**src/rtl/matvec_pkg.sv**
```systemverilog
// Shared types, width helpers and a reference model for the streaming matrix-vector multiplier.
package matvec_pkg;

   // Largest K the reference model can hold.
   localparam int MAX_K = 8;

   typedef enum logic [1:0] {
      IDLE,
      LOAD_M,
      LOAD_X,
      COMP
   } state_t;

   // Width of a counter or index that must address n distinct values (never below 1 bit).
   function automatic int cnt_w(input int n);
      return (n <= 1) ? 1 : $clog2(n);
   endfunction

   // Reference value of one output row: signed dot product of row r with x, wrapped to out_w bits.
   function automatic longint ref_row(input longint m[MAX_K*MAX_K], input longint x[MAX_K],
                                      input int k, input int r, input int out_w);
      longint s;
      longint modv;
      s = 0;
      for (int c = 0; c < k; c++) begin
         s = s + m[r*k+c] * x[c];
      end
      modv = longint'(1) << out_w;
      s = s % modv;
      if (s < 0) s = s + modv;
      if (s >= modv / 2) s = s - modv;
      return s;
   endfunction

endpackage

```
**src/rtl/matvec_stream_if.sv**
```systemverilog
// Valid/ready input and output streams of matvec_stream grouped into one bundle.
interface matvec_stream_if #(
   parameter int IN_W  = 14,
   parameter int OUT_W = 2*IN_W
);
   logic                    input_valid;
   logic                    input_ready;
   logic signed [IN_W-1:0]  input_data;
   logic                    new_matrix;
   logic                    output_valid;
   logic                    output_ready;
   logic signed [OUT_W-1:0] output_data;

   // The multiplier itself.
   modport slave (
      input  input_valid, input_data, new_matrix, output_ready,
      output input_ready, output_valid, output_data
   );

   // Whoever feeds elements in and drains results out.
   modport master (
      output input_valid, input_data, new_matrix, output_ready,
      input  input_ready, output_valid, output_data
   );
endinterface

```
**src/rtl/matvec_out_fifo.sv**
```systemverilog
// Result FIFO: lets the MAC keep going while the consumer stalls; push and pop may share a cycle.
module matvec_out_fifo
   import matvec_pkg::*;
#(
   parameter int W     = 28,
   parameter int DEPTH = 3
) (
   input  logic                clk,
   input  logic                reset,
   input  logic                push,
   input  logic signed [W-1:0] push_data,
   input  logic                pop,
   output logic signed [W-1:0] head,
   output logic                full,
   output logic                empty
);

   localparam int PW = cnt_w(DEPTH);
   localparam int CW = cnt_w(DEPTH + 1);

   logic signed [W-1:0] mem_q [DEPTH];
   logic signed [W-1:0] mem_d [DEPTH];
   logic [PW-1:0]       rd_ptr_q, rd_ptr_d;
   logic [PW-1:0]       wr_ptr_q, wr_ptr_d;
   logic [CW-1:0]       count_q, count_d;
   logic                do_push, do_pop;

   assign full  = (count_q == CW'(DEPTH));
   assign empty = (count_q == '0);
   assign head  = empty ? '0 : mem_q[rd_ptr_q];

   // Next pointers, occupancy and storage; a pop in the same cycle makes room for a push into a full FIFO.
   always_comb begin
      mem_d    = mem_q;
      rd_ptr_d = rd_ptr_q;
      wr_ptr_d = wr_ptr_q;
      count_d  = count_q;
      do_pop   = pop & ~empty;
      do_push  = push & (~full | do_pop);
      if (do_push) begin
         mem_d[wr_ptr_q] = push_data;
         wr_ptr_d = (wr_ptr_q == PW'(DEPTH - 1)) ? '0 : wr_ptr_q + PW'(1);
      end
      if (do_pop) begin
         rd_ptr_d = (rd_ptr_q == PW'(DEPTH - 1)) ? '0 : rd_ptr_q + PW'(1);
      end
      unique case ({do_push, do_pop})
         2'b10:   count_d = count_q + CW'(1);
         2'b01:   count_d = count_q - CW'(1);
         default: count_d = count_q;
      endcase
   end

   // Register the FIFO state; reset throws away every stored result.
   always_ff @(posedge clk or posedge reset) begin
      if (reset) begin
         mem_q    <= '{default: '0};
         rd_ptr_q <= '0;
         wr_ptr_q <= '0;
         count_q  <= '0;
      end else begin
         mem_q    <= mem_d;
         rd_ptr_q <= rd_ptr_d;
         wr_ptr_q <= wr_ptr_d;
         count_q  <= count_d;
      end
   end

endmodule

```
**src/rtl/matvec_stream.sv**
```systemverilog
// Streaming KxK matrix-vector multiplier: loads M (optional) and x, then runs one MAC per cycle into a result FIFO.
module matvec_stream
   import matvec_pkg::*;
#(
   parameter int K         = 3,
   parameter int IN_W      = 14,
   parameter int OUT_W     = 2*IN_W,
   parameter int OUT_DEPTH = K
) (
   input  logic           clk,
   input  logic           reset,
   matvec_stream_if.slave bus
);

   localparam int NM = K*K;
   localparam int MW = cnt_w(NM);
   localparam int XW = cnt_w(K);

   state_t                   state_q, state_d;
   logic [MW-1:0]            idx_q, idx_d;
   logic [MW-1:0]            mi_q, mi_d;
   logic [XW-1:0]            c_q, c_d;
   logic signed [OUT_W-1:0]  acc_q, acc_d;
   logic                     in_ready_q, in_ready_d;
   logic signed [IN_W-1:0]   m_q [NM];
   logic signed [IN_W-1:0]   m_d [NM];
   logic signed [IN_W-1:0]   x_q [K];
   logic signed [IN_W-1:0]   x_d [K];

   logic                     accept;
   logic signed [2*IN_W-1:0] prod;
   logic signed [OUT_W-1:0]  prod_ext;
   logic signed [OUT_W-1:0]  acc_sum;
   logic                     last_col;
   logic                     fifo_push, fifo_pop, fifo_full, fifo_empty, can_push;
   logic signed [OUT_W-1:0]  fifo_head;

   assign accept   = bus.input_valid & in_ready_q;
   assign prod     = (2*IN_W)'(m_q[mi_q]) * (2*IN_W)'(x_q[c_q]);
   assign prod_ext = OUT_W'(prod);
   assign acc_sum  = acc_q + prod_ext;
   assign last_col = (c_q == XW'(K - 1));
   assign fifo_pop = ~fifo_empty & bus.output_ready;
   assign can_push = ~fifo_full | fifo_pop;

   assign bus.input_ready  = in_ready_q;
   assign bus.output_valid = ~fifo_empty;
   assign bus.output_data  = fifo_head;

   // Sequencing: IDLE/LOAD_M/LOAD_X fill the register files, COMP walks M row-major and pushes one sum per row.
   always_comb begin
      state_d   = state_q;
      idx_d     = idx_q;
      mi_d      = mi_q;
      c_d       = c_q;
      acc_d     = acc_q;
      m_d       = m_q;
      x_d       = x_q;
      fifo_push = 1'b0;
      unique case (state_q)
         IDLE: begin
            if (accept) begin
               idx_d = MW'(1);
               if (bus.new_matrix) begin
                  m_d[0]  = bus.input_data;
                  state_d = LOAD_M;
               end else begin
                  x_d[0]  = bus.input_data;
                  state_d = LOAD_X;
               end
            end
         end
         LOAD_M: begin
            if (accept) begin
               m_d[idx_q] = bus.input_data;
               if (idx_q == MW'(NM - 1)) begin
                  idx_d   = '0;
                  state_d = LOAD_X;
               end else begin
                  idx_d = idx_q + MW'(1);
               end
            end
         end
         LOAD_X: begin
            if (accept) begin
               x_d[idx_q[XW-1:0]] = bus.input_data;
               if (idx_q == MW'(K - 1)) begin
                  idx_d   = '0;
                  mi_d    = '0;
                  c_d     = '0;
                  acc_d   = '0;
                  state_d = COMP;
               end else begin
                  idx_d = idx_q + MW'(1);
               end
            end
         end
         COMP: begin
            if (!last_col) begin
               acc_d = acc_sum;
               c_d   = c_q + XW'(1);
               mi_d  = mi_q + MW'(1);
            end else if (can_push) begin
               fifo_push = 1'b1;
               acc_d     = '0;
               c_d       = '0;
               if (mi_q == MW'(NM - 1)) begin
                  mi_d    = '0;
                  state_d = IDLE;
               end else begin
                  mi_d = mi_q + MW'(1);
               end
            end
         end
         default: state_d = IDLE;
      endcase
      in_ready_d = (state_d != COMP);
   end

   // FSM, counters, accumulator and register files; reset clears everything including the stored matrix.
   always_ff @(posedge clk or posedge reset) begin
      if (reset) begin
         state_q    <= IDLE;
         idx_q      <= '0;
         mi_q       <= '0;
         c_q        <= '0;
         acc_q      <= '0;
         in_ready_q <= 1'b0;
         m_q        <= '{default: '0};
         x_q        <= '{default: '0};
      end else begin
         state_q    <= state_d;
         idx_q      <= idx_d;
         mi_q       <= mi_d;
         c_q        <= c_d;
         acc_q      <= acc_d;
         in_ready_q <= in_ready_d;
         m_q        <= m_d;
         x_q        <= x_d;
      end
   end

   matvec_out_fifo #(
      .W     (OUT_W),
      .DEPTH (OUT_DEPTH)
   ) u_fifo (
      .clk       (clk),
      .reset     (reset),
      .push      (fifo_push),
      .push_data (acc_sum),
      .pop       (fifo_pop),
      .head      (fifo_head),
      .full      (fifo_full),
      .empty     (fifo_empty)
   );

endmodule

```
**src/flat_wrapper.sv**
```systemverilog
// flat-port wrapper written by rule: the top's interface ports become plain ports
module matvec_stream_flat import matvec_pkg::*;
#(
   parameter int K         = 3,
   parameter int IN_W      = 14,
   parameter int OUT_W     = 2*IN_W,
   parameter int OUT_DEPTH = K
)
  (clk, reset, bus_input_valid, bus_input_data, bus_new_matrix, bus_output_ready, bus_input_ready, bus_output_valid, bus_output_data);
  matvec_stream_if #(.IN_W(IN_W), .OUT_W(OUT_W)) bus_i ();
  input  logic clk;
  input  logic reset;
  input wire logic [$bits(bus_i.input_valid)-1:0] bus_input_valid;
  input wire logic [$bits(bus_i.input_data)-1:0] bus_input_data;
  input wire logic [$bits(bus_i.new_matrix)-1:0] bus_new_matrix;
  input wire logic [$bits(bus_i.output_ready)-1:0] bus_output_ready;
  output wire logic [$bits(bus_i.input_ready)-1:0] bus_input_ready;
  output wire logic [$bits(bus_i.output_valid)-1:0] bus_output_valid;
  output wire logic [$bits(bus_i.output_data)-1:0] bus_output_data;
  assign bus_i.input_valid = bus_input_valid;
  assign bus_i.input_data = bus_input_data;
  assign bus_i.new_matrix = bus_new_matrix;
  assign bus_i.output_ready = bus_output_ready;
  assign bus_input_ready = bus_i.input_ready;
  assign bus_output_valid = bus_i.output_valid;
  assign bus_output_data = bus_i.output_data;
  matvec_stream #(.K(K), .IN_W(IN_W), .OUT_W(OUT_W), .OUT_DEPTH(OUT_DEPTH)) u_core (.clk(clk), .reset(reset), .bus(bus_i));
endmodule
```
**config.mk**
```make
export PLATFORM = sky130hd
export DESIGN_NAME = matvec_stream_flat
export DESIGN_NICKNAME = d
export VERILOG_FILES = /design/src/rtl/matvec_pkg.sv /design/src/rtl/matvec_stream_if.sv /design/src/rtl/matvec_out_fifo.sv /design/src/rtl/matvec_stream.sv /design/src/flat_wrapper.sv
export SDC_FILE = /design/constraint.sdc
export NUM_CORES = 1
export LEC_CHECK = 0
export BUFFER_PORTS_ARGS = -buffer_cell sky130_fd_sc_hd__buf_2
export CAP_MARGIN = 30
export CELL_PAD_IN_SITES_DETAIL_PLACEMENT = 0
export CELL_PAD_IN_SITES_GLOBAL_PLACEMENT = 1
export CORE_MARGIN = 2
export CORE_UTILIZATION = 30
export DETAILED_ROUTE_END_ITERATION = 12
export HOLD_SLACK_MARGIN = 0.02
export PLACE_DENSITY = 0.63
export SLEW_MARGIN = 20
export SYNTH_ARGS = -nofsm -noshare
export SYNTH_HDL_FRONTEND = slang
export SYNTH_SLANG_ARGS = --single-unit
```
**constraint.sdc**
```tcl
create_clock -name clk -period 12.3 [get_ports clk]
set_input_delay 2.46 -clock clk [delete_from_list [all_inputs] [get_ports clk]]
set_output_delay 2.46 -clock clk [all_outputs]
set_load 0.03 [all_outputs]
```
# Yosys cells after proc, flatten, opt, wreduce, memory -nomap -nowiden
# Cells that the tools add are included.
# totals
word_cells	157
input_bits	19
output_inout_bits	30
regBits	299
# op_classes
magnitude_cmp	9
muxes	65
mul	1
addsub	8
eq_ne	20
bitwise	14
reduce_logical	16
# ops
cell	count
28-bit two-way mux	8
14-bit two-way mux	10
126-bit bitwise mux	1
126-bit two-way mux	1
84-bit bitwise mux	1
14-bit binary-select mux with 4-bit select	1
28-bit binary-select mux with 2-bit select	1
14-bit demux with 4-bit select	1
28-bit demux with 2-bit select	1
14-bit one-hot mux with 2 select lines	2
28-bit one-hot mux with 2 select lines	1
42-bit bitwise mux	1
42-bit two-way mux	1
4-bit two-way mux	10
2-bit two-way mux	15
28-bit adder	1
14-bit binary-select mux with 2-bit select	1
14-bit demux with 2-bit select	1
14-bit by 14-bit multiplier with 28-bit output	1
4-bit AND reduction	4
2-bit == test (second input constant)	7
3-bit greater-or-equal comparator (second input constant)	4
2-bit inverter with 3-bit output	4
4-bit one-hot mux with 3 select lines	1
25 further kinds	54

# Depth between registers and ports, before layout
# logic_depth
word_depth	10
depth_mapped	28
depth_no_buf	25

# Modules after synthesis
# From an unflattened synthesis, not the netlist that was laid out.
# hier_totals
hier_cells	2020
area_unflattened_um2	22464.0
# by_module_without_submodules
mod	n_inst	seq_area_each_um2	cells_per_inst	area_per_inst_um2
matvec_stream	1	5230.0	1682	18237.5
matvec_out_fifo	1	2252.2	338	4226.6

# Worst setup path after synthesis
# No wires, ideal clock.
# synth_timing
path_kind	register to register
startpoint	register u_core.mi_q[1]
endpoint	register u_core.u_fifo.mem_q[52] (netlist name)
stages_incl_launch_ff	27
setup_slack_ns	4.871
n_path_buf	2
synth_period_minus_slack_ns	7.429
arrival_ns	7.304
setup_time_ns	0.125
required_ns	12.175
path_cell_list	dfrtp_1 -> clkbuf_1 -> buf_4 -> mux4_2 -> mux2i_1 -> nor2_1 -> a21oi_1 -> nand2b_1 -> inv_1 -> fa_1 -> inv_1 -> fa_1 -> inv_1 -> fa_1 -> fa_1 -> fa_1 -> inv_1 -> fa_1 -> inv_1 -> ha_1 -> and3_4 -> a221o_1 -> a21o_1 -> a31oi_4 -> nand4_1 -> and4b_1 -> mux2_2
# synth_via
elab_chain_len	7
# synth_lines
item	line	source
from (decl)	matvec_stream.sv:21	logic [MW-1:0] mi_q, mi_d;
from (signal assigned)	matvec_stream.sv:134	mi_q <= mi_d;
4-bit inverter with 5-bit output (implied by the code)	matvec_stream.sv:39	assign prod = (2*IN_W)'(m_q[mi_q]) * (2*IN_W)'(x_q[c_q]);
14-bit binary-select mux with 4-bit select	matvec_stream.sv:39	
14-bit two-way mux (implied by the code) (2 in series)	matvec_stream.sv:39	
14-bit by 14-bit multiplier with 28-bit output	matvec_stream.sv:39	
28-bit adder	matvec_stream.sv:41	assign acc_sum = acc_q + prod_ext;
84-bit bitwise mux	matvec_out_fifo.sv:41	mem_d[wr_ptr_q] = push_data;
to (signal assigned)	matvec_out_fifo.sv:62	mem_q <= mem_d;
to (decl)	matvec_out_fifo.sv:21	logic signed [W-1:0] mem_q [DEPTH];
# No other way between the ends. The select of a mux whose other input is x is not followed.
# A chain may end at the register's enable or synchronous reset.

# Final worst setup path
# layout_timing
startpoint	register u_core.mi_q[1]
endpoint	register u_core.u_fifo.mem_q[79] (netlist name)
# Same word-level chain as after synthesis.

==> metrics <==
Worst setup EP type flip-flop; Total GRT Usage 0.155; Detailed Routing Iterations Pass 1 5; Syn Area/Cell 10.3 um2; Netlist cell types 64; global-route wire length before repair 93700 um; worst rel slew slack 0.359; Peak Freq 0.119 GHz; H-tree Lvls 2; drt total wl 56900 um; CTS buffer count 35; clk buf depth 3; CTS resizes 0; Final Hold Viols 0; hold buffers post-CTS 0; commonest non-fill, non-tap cell in the layout inv_1; post-synthesis sequential area ratio 0.335; vias in the first global route 16800; Yosys warning count 0; gr ovfl total 0; Post-CTS Setup Repair Bufs 0; dpl hpwl 42300 um; layout cell share with drive strength beyond 1 0.178; Arr. time, crit path 8.80 ns; slew at the pin closest to its max-slew limit 0.958 ns; die area 76700 um2; area delta synth->final 11.3%; final setup fails 0; nets@finish 2531; unrepaired setup endpoints after global routing no; PortBufs 48; Yosys reg bits 299; post-route minimum period 8.39 ns; number of DRC markers in iteration 0 843; Max FO, Critical Path 30; CP Data Required Time 12.71 ns; pin count of the biggest net entering global routing 89; async set-or-reset flop fraction in the synthesized netlist 1.00; Synth top area share 0.335; EDFF count, synth 0; FILL cells 7543; via/cell ratio 4.79; Worst-path clk slew 0.06 ns; Final ANT Viol Nets 0; Main synth FF type dfrtp_1; syn nets 2511; initial antenna violation count 1; Clock Root Buffer clkbuf_16; I/O Pins 49; final worst path period share 0.682; Residual DRC 0; most frequent cells in the layout inv_1 (321), nand2_1 (308), dfrtp_1 (298), fa_1 (230), nor2_1 (200); row count 100; Crit Path Class flip-flop to flip-flop; status completed; Post-DP Area 23800 um2; top post-synthesis cells by area dfrtp_1 (33%), fa_1 (21%), mux2_2 (9.3%); routed len/inst 17.9 um; crit start category flip-flop; final instance area 24900 um2; Core Area 74100 um2; Synth area leader dfrtp_1; via count 15200; cell area after synthesis 22400 um2; Starting Density 0.302; Clock Skews 0.0335 ns; Die H 277 um; Mapped Cells 2169; max_cap viols 0; final slew viol count 0; Setup TNS 0 ns; x dimension of the die 277 um; Diodes inserted 0; Placer Congestion 0.818; CTS tree done; Clock Sink Count 299; hold crit path type flip-flop to flip-flop; Clk Latency, worst-skew pair 0.56 ns
## metrics by stage
step                      utilization  cells  hold WS (ns)  setup slack (ns)
after CTS                       0.336   3177         0.477              3.60
after detailed placement        0.321   3118         0.463              3.67
after global placement          0.319   3111         0.457              3.90
after floorplan                     -   2169         0.445              1.58
after global routing            0.336   3180         0.492              3.38
final                           0.336   3180         0.473              3.91
## worst max-delay path: stages, from the launching register on
cell and delay (ns):
dfrtp_1 0.38, buf_4 0.44, mux4_2 0.39, mux2i_1 0.16, nor2_1 0.06, a21oi_1 0.13, buf_4 0.23, nand2b_1 0.62
inv_1 0.37, fa_1 0.58, inv_1 0.05, fa_1 0.53, inv_1 0.06, fa_1 0.49, fa_1 0.50, fa_1 0.49
inv_1 0.05, fa_1 0.47, inv_1 0.04, ha_1 0.36, and4_1 0.27, a221oi_2 0.20, o21ai_1 0.20, o31ai_4 0.49
o21ai_1 0.15, xor2_1 0.19, mux2_2 0.29
## cells by family (layout without fill, tap and decap cells)
logic type                 count (synthesis)  after routing  share of synthesized area
AOI/OAI and AO/OA                        227            227                     0.0641
xor gates and xnor gates                  34             34                     0.0133
adders and majority gates                323            323                      0.258
buffers and inverters                    427            469                     0.0739
DFF                                      299            299                      0.335
muxes                                    271            271                      0.147
and+or+nand+nor                          588            588                      0.109
## sequential cells by signal, indices dropped and copies added, names as in the netlist
signal / count
u_core.acc_q: 28
u_core.u_fifo.wr_ptr_q: 2
u_core.c_q: 2
u_core.mi_q: 4
u_core.m_q: 126
u_core.idx_q: 4
u_core.state_q: 2
u_core.u_fifo.mem_q: 84
u_core.u_fifo.rd_ptr_q: 2
u_core.x_q: 42
u_core.bus.input_ready: 1
u_core.u_fifo.count_q: 2
## synthesized netlist by cell type (2+ instances only)
cell type	count
a211oi_1	2
o21ai_0	70
nor3b_1	3
nor3_1	10
nand2_1	308
nor2_1	201
a22o_1	24
mux2_2	184
o22ai_1	3
mux2i_1	59
buf_1	16
buf_2	19
fa_1	230
or3_1	2
or2_2	19
inv_1	322
buf_6	2
buf_4	3
nand4_1	5
nand3b_1	3
o21a_1	21
ha_1	93
xnor2_1	23
o21ai_1	15
xor2_1	11
o221ai_1	2
mux4_2	28
clkbuf_1	65
and2_1	3
a21o_1	8
nand3_1	6
nand2b_1	13
and3_1	3
dfrtp_1	299
a21oi_1	61
nor2b_1	4
a22oi_1	2
## path summary, 6_finish.rpt
path	startpoint	to	slack (ns)	cells after the start
max	u_core.mi_q[1]	u_core.u_fifo.mem_q[79]	3.91	26
min	u_core.u_fifo.mem_q[28]	u_core.u_fifo.mem_q[28]	0.47	2
max reg2reg	u_core.mi_q[1]	u_core.u_fifo.mem_q[79]	3.91	26
min reg2reg	u_core.u_fifo.mem_q[28]	u_core.u_fifo.mem_q[28]	0.47	2
max in group asynchronous	reset	u_core.acc_q[23]	8.34	5
min in group asynchronous	reset	u_core.m_q[123]	1.99	2
## area by class of cell
class                           instances  area (um2)  share of cell area
Clock buffer                           47         961              0.0386
Clock inverter                         12         134             0.00538
Inverter                              322        1220              0.0488
Multi-Input combinational cell       1443       13300               0.533
Sequential cell                       299        7480               0.301
Tap cell                              969        1210              0.0487
Timing Repair Buffer                   88         617              0.0248
## per-layer routing
metal,part of all wire,wire length (um),global-route usage,vias to the layer above
met1,0.44,25200,0.202,7934
met3,0.032,1850,0.0160,68
met5,0,0,0,-
met4,0.024,1380,0.0435,0
met2,0.50,28400,0.273,262
li1,-,-,-,6959
Power is not shown: default switching activity piles up to over one toggle a cycle in this logic, so the estimate is an artifact.
